--- config.mk ---
export PLATFORM = sky130hd
export DESIGN_NAME = hanoi_move_gen
export DESIGN_NICKNAME = d
export VERILOG_FILES = /design/src/rtl/hanoi_move_gen.sv
export SDC_FILE = /design/constraint.sdc
export NUM_CORES = 1
export LEC_CHECK = 0
export ABC_AREA = 1
export CORE_ASPECT_RATIO = 0.75
export CORE_MARGIN = 8
export CORE_UTILIZATION = 50
export CTS_CLUSTER_SIZE = 25
export DETAILED_ROUTE_END_ITERATION = 7
export HOLD_SLACK_MARGIN = 0.06
export PLACE_DENSITY = 0.75
export SLEW_MARGIN = 30
export SYNTH_ARGS = -nofsm -noshare
export SYNTH_HDL_FRONTEND = slang
export SYNTH_SLANG_ARGS = --single-unit
export TNS_END_PERCENT = 10
--- constraint.sdc ---
create_clock -name clk -period 3.6 [get_ports clk]
set_input_delay 0.72 -clock clk [delete_from_list [all_inputs] [get_ports clk]]
set_output_delay 0.72 -clock clk [all_outputs]
set_load 0.1 [all_outputs]
--- src/rtl/hanoi_move_gen.sv ---
// hanoi_move_gen: iterative Tower of Hanoi move source.
// Emits the optimal 2^S-1 move sequence ({fr,to,disk}) from peg 0 to peg TGT,
// one move per valid/ready transfer.
// Optional feature macro: HANOI_GEN_CHECK_EN (shadow peg masks drive err).
//
// Handshake: a move transfers on a rising edge where mv_valid & mv_ready.
// While mv_valid is high and mv_ready is low, fr/to/disk/move_cnt are held.
// mv_valid only falls after a transfer, or on reset.
// The FSM state is visible through busy (RUN) and done (DONE after the last move).
module hanoi_move_gen #(
    parameter int S   = 4,
    parameter int TGT = 2,
    localparam int DW = ($clog2(S) > 0) ? $clog2(S) : 1
) (
    input  logic          clk,
    input  logic          rst,
    input  logic          start,
    output logic          mv_valid,
    input  logic          mv_ready,
    output logic [1:0]    fr,
    output logic [1:0]    to,
    output logic [DW-1:0] disk,
    output logic [S-1:0]  move_cnt,
    output logic          busy,
    output logic          done,
    output logic          err
);

    if (S < 1 || S > 8) begin : g_bad_s
        $error("hanoi_move_gen: S must be in 1..8");
    end
    if (TGT != 1 && TGT != 2) begin : g_bad_tgt
        $error("hanoi_move_gen: TGT must be 1 or 2");
    end

    // The plain index formulas land the stack on peg 2 for odd S, peg 1 for even S.
    localparam int     NATIVE = (S % 2 == 1) ? 2 : 1;
    localparam bit     SWAP   = (NATIVE != TGT);
    localparam logic [S-1:0] LAST = {S{1'b1}};

    typedef enum logic [1:0] {IDLE, RUN, DONE} state_t;

    state_t         state, state_nxt;
    logic [S-1:0]   m;
    logic [S-1:0]   m_next;
    logic [1:0]     dec_fr, dec_to;
    logic [DW-1:0]  dec_disk;
    logic           xfer;
    logic           launch;

    function automatic logic [1:0] map_peg(input logic [1:0] p);
        logic [1:0] r;
        r = p;
        if (SWAP) begin
            if (p == 2'd1) r = 2'd2;
            else if (p == 2'd2) r = 2'd1;
        end
        return r;
    endfunction

    function automatic logic [DW-1:0] trailing_zeros(input logic [S-1:0] v);
        logic [DW-1:0] r;
        r = '0;
        for (int i = S - 1; i >= 0; i--) begin
            if (v[i]) r = DW'(i);
        end
        return r;
    endfunction

    assign busy     = (state == RUN);
    assign mv_valid = busy;
    assign xfer     = busy & mv_ready;
    assign launch   = (state != RUN) & start;

    // Decode the move that will be presented next (index 1 on launch, m+1 in RUN).
    always_comb begin
        logic [S:0] mx;
        logic [S:0] a;
        logic [S:0] b;
        m_next   = (state == RUN) ? m + S'(1) : S'(1);
        mx       = {1'b0, m_next};
        a        = mx & (mx - (S+1)'(1));
        b        = (mx | (mx - (S+1)'(1))) + (S+1)'(1);
        dec_fr   = map_peg(2'(a % 3));
        dec_to   = map_peg(2'(b % 3));
        dec_disk = trailing_zeros(m_next);
    end

    // Next-state logic: IDLE/DONE launch on start, RUN ends on the last transfer.
    always_comb begin
        state_nxt = state;
        case (state)
            IDLE, DONE: if (start) state_nxt = RUN;
            RUN:        if (xfer && m == LAST) state_nxt = DONE;
            default:    state_nxt = IDLE;
        endcase
    end

    // State, move index and registered move outputs.
    always_ff @(posedge clk or posedge rst) begin
        if (rst) begin
            state    <= IDLE;
            m        <= '0;
            fr       <= '0;
            to       <= '0;
            disk     <= '0;
            move_cnt <= '0;
            done     <= 1'b0;
        end else begin
            state <= state_nxt;
            if (launch) begin
                m        <= S'(1);
                move_cnt <= '0;
                done     <= 1'b0;
                fr       <= dec_fr;
                to       <= dec_to;
                disk     <= dec_disk;
            end else if (xfer) begin
                move_cnt <= move_cnt + S'(1);
                if (m == LAST) begin
                    done <= 1'b1;
                end else begin
                    m    <= m_next;
                    fr   <= dec_fr;
                    to   <= dec_to;
                    disk <= dec_disk;
                end
            end
        end
    end

`ifdef HANOI_GEN_CHECK_EN
    logic [S-1:0] peg [3];
    logic [S-1:0] src, dst, bitm, src_low;
    logic         bad;

    always_comb begin
        src     = peg[fr];
        dst     = peg[to];
        bitm    = S'(1) << disk;
        src_low = src & (~src + S'(1));
        bad     = (src_low != bitm) || ((dst & (bitm - S'(1))) != '0);
    end

    // Shadow peg masks: flag any transfer that is not a legal Hanoi move.
    always_ff @(posedge clk or posedge rst) begin
        if (rst) begin
            peg[0] <= '1;
            peg[1] <= '0;
            peg[2] <= '0;
            err    <= 1'b0;
        end else if (launch) begin
            peg[0] <= '1;
            peg[1] <= '0;
            peg[2] <= '0;
            err    <= 1'b0;
        end else if (xfer) begin
            if (bad) err <= 1'b1;
            peg[fr] <= peg[fr] & ~bitm;
            peg[to] <= peg[to] | bitm;
        end
    end
`else
    assign err = 1'b0;
`endif

endmodule

; ---- Word-level counts from Yosys, hierarchy flattened
; Index checks and enable logic that the tools add are counted.
[word_totals]
output_inout_bits = 14
word_cells = 65
reg_bits = 17
[classes]
reduce_logical = 8
mux = 29
bitwise_logic = 4
addsub = 4
n_div = 2
n_eq_ne = 11
[op_table]
columns = operator, n
row1 = "5-bit by 2-bit remainder unit with 32-bit output, second input constant", 2
row2 = 2-bit 2-to-1 mux, 19
row3 = 4-bit 2-to-1 mux, 6
row4 = "4-bit by 1-bit adder with 4-bit output, second input constant", 2
row5 = "2-bit by 1-bit equality test with 1-bit output, second input constant", 3
row6 = "2-bit equality test, second input constant", 3
row7 = 2-bit AND reduction, 3
row8 = "5-bit by 1-bit adder with 5-bit output, second input constant", 1
row9 = 4-bit by 5-bit bitwise AND with 5-bit output, 1
row10 = 4-bit by 5-bit bitwise OR with 5-bit output, 1
row11 = "4-bit by 1-bit subtractor with 5-bit output, second input constant", 1
row12 = "4-bit equality test, second input constant", 1
row13 = "2-bit by 1-bit != test with 1-bit output, second input constant", 2
row14 = "2-bit != test, second input constant", 2
row15 = 2-bit one-hot mux with 2 select lines, 1
row16 = 2-bit nonzero test, 2
row17 = 1-bit 2-to-1 mux, 3
row18 = 1-bit bitwise AND, 2
row19 = 2-bit zero test, 1
row20 = 2-bit OR reduction, 1
row21 = 1-bit logical AND, 1

; ---- Logic depth before layout (Yosys ltp)
[logic_depth]
depth_word = 12
ltp_mapped = 22
mapped_depth_nobuf = 22

; ---- Worst setup path after synthesis
; Ideal clock, no wire load.
[synth_path]
path_type = reg2reg
startpoint = reg state[1]
endpoint = reg to[1]
setup_ns = 0.072
path_slack_ns = 0.815
path_stages_with_launch = 20
synth_period_minus_slack_ns = 2.785
arrival_ns = 2.713
n_path_buf = 0
path_cell_list = dfrtp_1 nor2_8 nand2_2 nand2_4 nand2_4 nand2_2 nand2_1 ha_1 inv_1 nand3_2 nand2_4 inv_2 nand3_2 nand2_2 ha_1 nor4_1 nor2_1 nand3_1 nor2_1 nor2_1
[synth_via]
elab_chain_cells = 12
[synth_lines]
columns = item, line_no
row1 = from (decl), 43  ; state_t state, state_nxt;
row2 = from (signal assigned), 110  ; state <= state_nxt;
row3 = 2-bit by 1-bit equality test with 1-bit output *, 70  ; assign busy = (state == RUN);
row4 = via busy, 24  ; output logic busy,
row5 = 4-bit 2-to-1 mux, 80  ; m_next = (state == RUN) ? m + S'(1) : S'(1);
row6 = 4-bit by 1-bit subtractor with 5-bit output, 83  ; b = (mx | (mx - (S+1)'(1))) + (S+1)'(1);
row7 = 4-bit by 5-bit bitwise OR with 5-bit output, 83
row8 = 5-bit by 1-bit adder with 5-bit output, 83
row9 = 5-bit by 2-bit remainder unit with 32-bit output, 85  ; dec_to = map_peg(2'(b % 3));
row10 = 2-bit equality test, 56  ; else if (p == 2'd2) r = 2'd1;
row11 = 2-bit 2-to-1 mux, 56
row12 = 2-bit 2-to-1 mux, 55  ; if (p == 2'd1) r = 2'd2;
row13 = 2-bit 2-to-1 mux, 120  ; if (m == LAST) begin
row14 = 2-bit 2-to-1 mux, 118  ; end else if (xfer) begin
row15 = 2-bit 2-to-1 mux, 111  ; if (launch) begin
row16 = to (signal assigned), 116  ; to <= dec_to;
row17 = to (signal assigned), 125  ; to <= dec_to;
row18 = to (decl), 21  ; output logic [1:0] to,
; The timed path passes the listed nets; every way through them passes the cells marked *. The select of a mux whose other input is x is not followed.
; A chain may end at the register's enable or synchronous reset.

; ---- Final worst setup path
[layout_path]
startpoint = reg m[0]
endpoint = reg to[1]
[layout_via]
elab_chain_cells = 12
[layout_lines]
columns = item, line_no
row1 = from (decl), 44  ; logic [S-1:0] m;
row2 = from (signal assigned), 123  ; m <= m_next;
row3 = 4-bit by 1-bit adder with 4-bit output, 80
row4 = 4-bit 2-to-1 mux, 80
row5 = 4-bit by 1-bit subtractor with 5-bit output, 83
row6 = 4-bit by 5-bit bitwise OR with 5-bit output, 83
row7 = 5-bit by 1-bit adder with 5-bit output, 83
row8 = 5-bit by 2-bit remainder unit with 32-bit output, 85
row9 = 2-bit equality test, 56
row10 = 2-bit 2-to-1 mux, 56
row11 = 2-bit 2-to-1 mux, 55
row12 = 2-bit 2-to-1 mux, 120
row13 = 2-bit 2-to-1 mux, 118
row14 = 2-bit 2-to-1 mux, 111
; Several ways; a longest one is shown, not always the timed one. The select of a mux whose other input is x is not followed.

==> impl.org <==
** Clock tree
- Clock-pin slew was measured on the worst setup and hold paths at 0.10 ns.
- The number of setup buffers added after CTS is 0.
- Clk sinks :: 17
- Clock root buffer :: sky130_fd_sc_hd__clkbuf_4
- CTS built an H-tree with a depth of 1.
- The clock passes through at most 2 buffers.
- For the worst-skew pair, the clock arrives at the later sink with an insertion delay of 0.29 ns.
- TritonCTS buffer count :: 3
- Number of buffers added to fix hold violations after cts :: 0
- Gates resized during post-CTS repair numbered 0.
- CTS tree :: built

** Yosys
- In this run the biggest area consumer among cell types represents 32.88% of the synthesized area.
- Counting every net in the synthesized netlist gives 179.
- Xor and xnor area share after synthesis :: 1.354%
- In the synthesized netlist the dominant register cell turns out to be sky130_fd_sc_hd__dfrtp_1.
- Share of async-settable or async-resettable flops after synthesis :: 100.0%
- Synthesis produced a netlist whose cell count is ~170.
- Summing the areas of all compound-gate instances in the mapped netlist gives about a tenth of the synthesized area.
- The synthesized netlist devotes 39.26% of its cell area to simple gates.
- Multiplexer area fraction after synthesis :: 0%
- Cell types occupying the most area after synthesis :: sky130_fd_sc_hd__dfrtp_1, sky130_fd_sc_hd__nand2_1, sky130_fd_sc_hd__ha_1, sky130_fd_sc_hd__nor2_1, sky130_fd_sc_hd__inv_1
- Summing the sequential cell areas from Yosys gives between 30% and 40% of the chip area.
- Dividing the synthesized area by the synthesized cell count gives between 7 and 8 um^2.
- Counting flops and latches in the post-synthesis netlist gives 17.
- Number of distinct library cell variants in the gate-level netlist after synthesis :: 31
- Post-synth top area cell :: sky130_fd_sc_hd__dfrtp_1
- Post-synthesis adder-cell area fraction :: roughly 6.8%
- Cell types with the highest counts after synthesis :: sky130_fd_sc_hd__nand2_1, sky130_fd_sc_hd__nor2_1, sky130_fd_sc_hd__inv_1
- Post-synthesis instance area :: 1294 um^2
- Total of warnings raised by yosys :: 0
- By instance count, the leading cell after synthesis is sky130_fd_sc_hd__nand2_1.
- Yosys mapped a number of flops with a built-in enable equal to 0.
- Main combinational cell family by area after synthesis :: simple AND/OR/NAND/NOR gates

** GRT
- For this run the aggregate overflow at the end of global routing stands at 0.
- Overall global routing resource usage :: a little over an eighth
- First-pass GRT wire length :: 4905 um
- The number of antenna violations at the first check in global routing is 0.
- Via count of the first global-routing pass :: 1,130
- Largest net degree at the start of global routing :: 18

** Place
- Half-perimeter wire length after placement :: 2210 um
- The congestion estimate from routability-driven global placement came to 0.8400.
- Count of buffers from port buffering :: 16

** Final layout
- Final nets :: 198
- Area of the multi-input gates :: 754.5 um^2
- Count of antenna diodes in the layout :: 0
- Share of final-layout standard cells stronger than drive strength 1 :: 19.89%
- The layout has between 200 and 250 filler cells.
- P&R area growth vs syn :: 16.63%
- Storage element area :: 425.4 um^2

** Setup path
- Nature of the critical path endpoint :: register
- The worst register-to-register path has a depth of 19.
- Crit path max-delay family :: simple AND/OR/NAND/NOR gates
- Along the worst path, the maximum fanout reaches 6.
- Reg2reg setup slack :: 0.54 ns
- Together, buffers and inverters on the worst path number 2.
- Startpoint of the worst register-to-register path :: m[0]$_DFFE_PP0P_
- Largest stage delay on the critical path :: 0.47 ns
- The critical path is of the register to register type.
- Critical Path Source Type :: register
- Worst endpoint required time :: 3.83 ns
- Cell-by-cell trace of the critical path :: ha_1, nand2_2, nand2_4, nand2_4, nand2_2, nand2_1, ha_1, inv_1, nand3_2, nand2_4, inv_2, nand3_2, nand2_2, ha_1, nor4_1, nor2_1, nand3_1, nor2_1, nor2_1
- Data on the critical path arrives at its endpoint at ~3.3 ns.
- Among all stages on the critical path, the largest delay is contributed by sky130_fd_sc_hd__dfrtp_1.
- The worst register-to-register path ends at to[1]$_DFFE_PP0P_.

** Floorplan
- Die Y :: 60.05 um
- The die is 74.74 um wide.
- Starting utilization of the core area :: around half
- The floorplan has 16 rows.
- 18 I/O pins were placed.
- Die area :: around 4500 um^2
- The total area inside the core boundary comes to 2542 um^2.

** Timing
- The number of max-slew violations in the final report is 0.
- The worst path in the final design needs a cycle of just over 3 ns, including I/O delays and setup.
- Worst slew pin tran :: 0.9774 ns
- Worst slew slack as a fraction of its limit :: 34.64%
- Fmax :: 326.5 MHz
- On the final layout, the worst clock skew is 0.001720 ns.
- Dividing the final minimum period by the clock period gives 85.07%.
- RSZ-0062 raised after global routing :: no
- In the final timing run, aggregate negative setup slack is 0 ns.
- Hold Fails Final Rpt :: 0
- Total setup violations reported at the end of the flow :: 0

** Hold path
- Worst hold path depth :: 1
- In this run the most critical hold path is launched from move_cnt[2]$_DFFE_PP0P_.
- Min-delay worst type :: register to register
- The worst hold path terminates at move_cnt[2]$_DFFE_PP0P_.

** Routing
- Number of routed nets with antenna violations :: 0
- Wire length per cell after detailed routing :: 12.36 um
- In the routed design, unresolved DRC markers number 0.
- Vias per std cell :: 5.108
- In this run, the number of DRC markers left after iteration 0 of detailed routing was 71.
- Wire length reported by the detailed router :: ~2700 um
- The first detailed-routing pass ran for 4 iterations.
- Total via count in the routed design :: 1,134

** Status
- The flow ran to the end, and the final reports show no timing, DRC or antenna violations.

** Run
- Max-cap violations in this run came to 0.
how the worst max path moves through the flow:
stage / startpoint / end / slack, ns / cells after the start
after floorplan: state[1]$_DFFE_PP0P_ / to[1]$_DFFE_PP0P_ / 0.81 / 19
after global placement: m[0]$_DFFE_PP0P_ / to[1]$_DFFE_PP0P_ / 0.80 / 19
after detailed placement: m[0]$_DFFE_PP0P_ / to[1]$_DFFE_PP0P_ / 0.57 / 19
after CTS: m[0]$_DFFE_PP0P_ / to[1]$_DFFE_PP0P_ / 0.54 / 19
after global routing: m[0]$_DFFE_PP0P_ / to[1]$_DFFE_PP0P_ / 0.34 / 19
final: m[0]$_DFFE_PP0P_ / to[1]$_DFFE_PP0P_ / 0.54 / 19
metal layers:
metal | track usage [%] | share of wire [%] | wire (um) | up-vias
li1 | - | - | - | 589
met1 | 18.04 | 49 | 1331 | 517
met2 | 21.56 | 44 | 1220 | 26
met3 | 5.025 | 6.8 | 186 | 2
met4 | 0.8333 | 0.15 | 4 | 0
met5 | 0 | 0 | 0 | -
worst reg2reg max path: stages (launching register included):
cell and delay (ns):
sky130_fd_sc_hd__dfrtp_1 0.47, sky130_fd_sc_hd__ha_1 0.44, sky130_fd_sc_hd__nand2_2 0.14, sky130_fd_sc_hd__nand2_4 0.12, sky130_fd_sc_hd__nand2_4 0.07, sky130_fd_sc_hd__nand2_2 0.09, sky130_fd_sc_hd__nand2_1 0.07, sky130_fd_sc_hd__ha_1 0.22
sky130_fd_sc_hd__inv_1 0.11, sky130_fd_sc_hd__nand3_2 0.11, sky130_fd_sc_hd__nand2_4 0.10, sky130_fd_sc_hd__inv_2 0.06, sky130_fd_sc_hd__nand3_2 0.08, sky130_fd_sc_hd__nand2_2 0.07, sky130_fd_sc_hd__ha_1 0.23, sky130_fd_sc_hd__nor4_1 0.30
sky130_fd_sc_hd__nor2_1 0.08, sky130_fd_sc_hd__nand3_1 0.10, sky130_fd_sc_hd__nor2_1 0.04, sky130_fd_sc_hd__nor2_1 0.09
cells in the final DEF, fill, tap and decap left out:
| cell type | count |
|---|---|
| sky130_fd_sc_hd__nand2_1 | 32 |
| sky130_fd_sc_hd__nor2_1 | 20 |
| sky130_fd_sc_hd__inv_1 | 19 |
| sky130_fd_sc_hd__dfrtp_1 | 17 |
| sky130_fd_sc_hd__nand3_1 | 14 |
| sky130_fd_sc_hd__clkdlybuf4s50_1 | 14 |
| sky130_fd_sc_hd__nand2_2 | 8 |
| sky130_fd_sc_hd__o21ai_0 | 7 |
| sky130_fd_sc_hd__ha_1 | 7 |
| sky130_fd_sc_hd__inv_2 | 5 |
| sky130_fd_sc_hd__nand3_2 | 5 |
| sky130_fd_sc_hd__nand4_1 | 4 |
| sky130_fd_sc_hd__nand2_4 | 4 |
| sky130_fd_sc_hd__a21oi_1 | 4 |
| sky130_fd_sc_hd__clkbuf_4 | 3 |
| sky130_fd_sc_hd__buf_4 | 3 |
| sky130_fd_sc_hd__xnor2_1 | 2 |
| sky130_fd_sc_hd__nand3_4 | 2 |
| sky130_fd_sc_hd__a21oi_2 | 2 |
| sky130_fd_sc_hd__nor2_8 | 1 |
| sky130_fd_sc_hd__o21ai_1 | 1 |
| sky130_fd_sc_hd__nor2_4 | 1 |
| sky130_fd_sc_hd__clkinv_1 | 1 |
| sky130_fd_sc_hd__a221oi_1 | 1 |
| sky130_fd_sc_hd__o211ai_2 | 1 |
| sky130_fd_sc_hd__o21ai_2 | 1 |
| sky130_fd_sc_hd__nor4_1 | 1 |
| sky130_fd_sc_hd__a31oi_1 | 1 |
| sky130_fd_sc_hd__a22o_1 | 1 |
| sky130_fd_sc_hd__o211ai_1 | 1 |
| sky130_fd_sc_hd__o31ai_1 | 1 |
| sky130_fd_sc_hd__conb_1 | 1 |
| sky130_fd_sc_hd__clkinv_2 | 1 |
cell type report:
type	instances	share of cell area (%)
Multi-Input combinational cell	123	50.00
Tap cell	36	2.985
Clock buffer	3	1.493
Sequential cell	17	28.19
Inverter	25	6.219
Timing Repair Buffer	17	10.78
Clock inverter	1	0.3317
cells by family (layout without fill, tap and decap cells):
group,after synthesis,count (layout)
and+or+nand+nor,92,92
other,1,1
AOI/OAI and AO/OA,21,21
xor gates and xnor gates,2,2
DFF,17,17
buffers and inverters,28,46
adders and majority gates,7,7
metrics by stage:
stage	cells	instance area [um^2]	utilization, %	hold slack (ns)	setup WS (ns)
floorplan	168	1294	-	0.5004	0.8149
global placement	218	1481	58.27	0.4580	0.8008
detailed placement	218	1481	58.27	0.4746	0.5738
CTS	222	1509	59.35	0.4964	0.5387
global route	222	1509	59.35	0.5346	0.3394
finish	222	1509	59.35	0.4929	0.5374
sequential cells by signal, summed over array words and instances, names as in the netlist:
register  cells
disk          2
fr            2
state         2
done          1
move_cnt      4
to            2
m             4
Power is not shown: default switching activity piles up to over one toggle a cycle in this logic, so the estimate is an artifact.
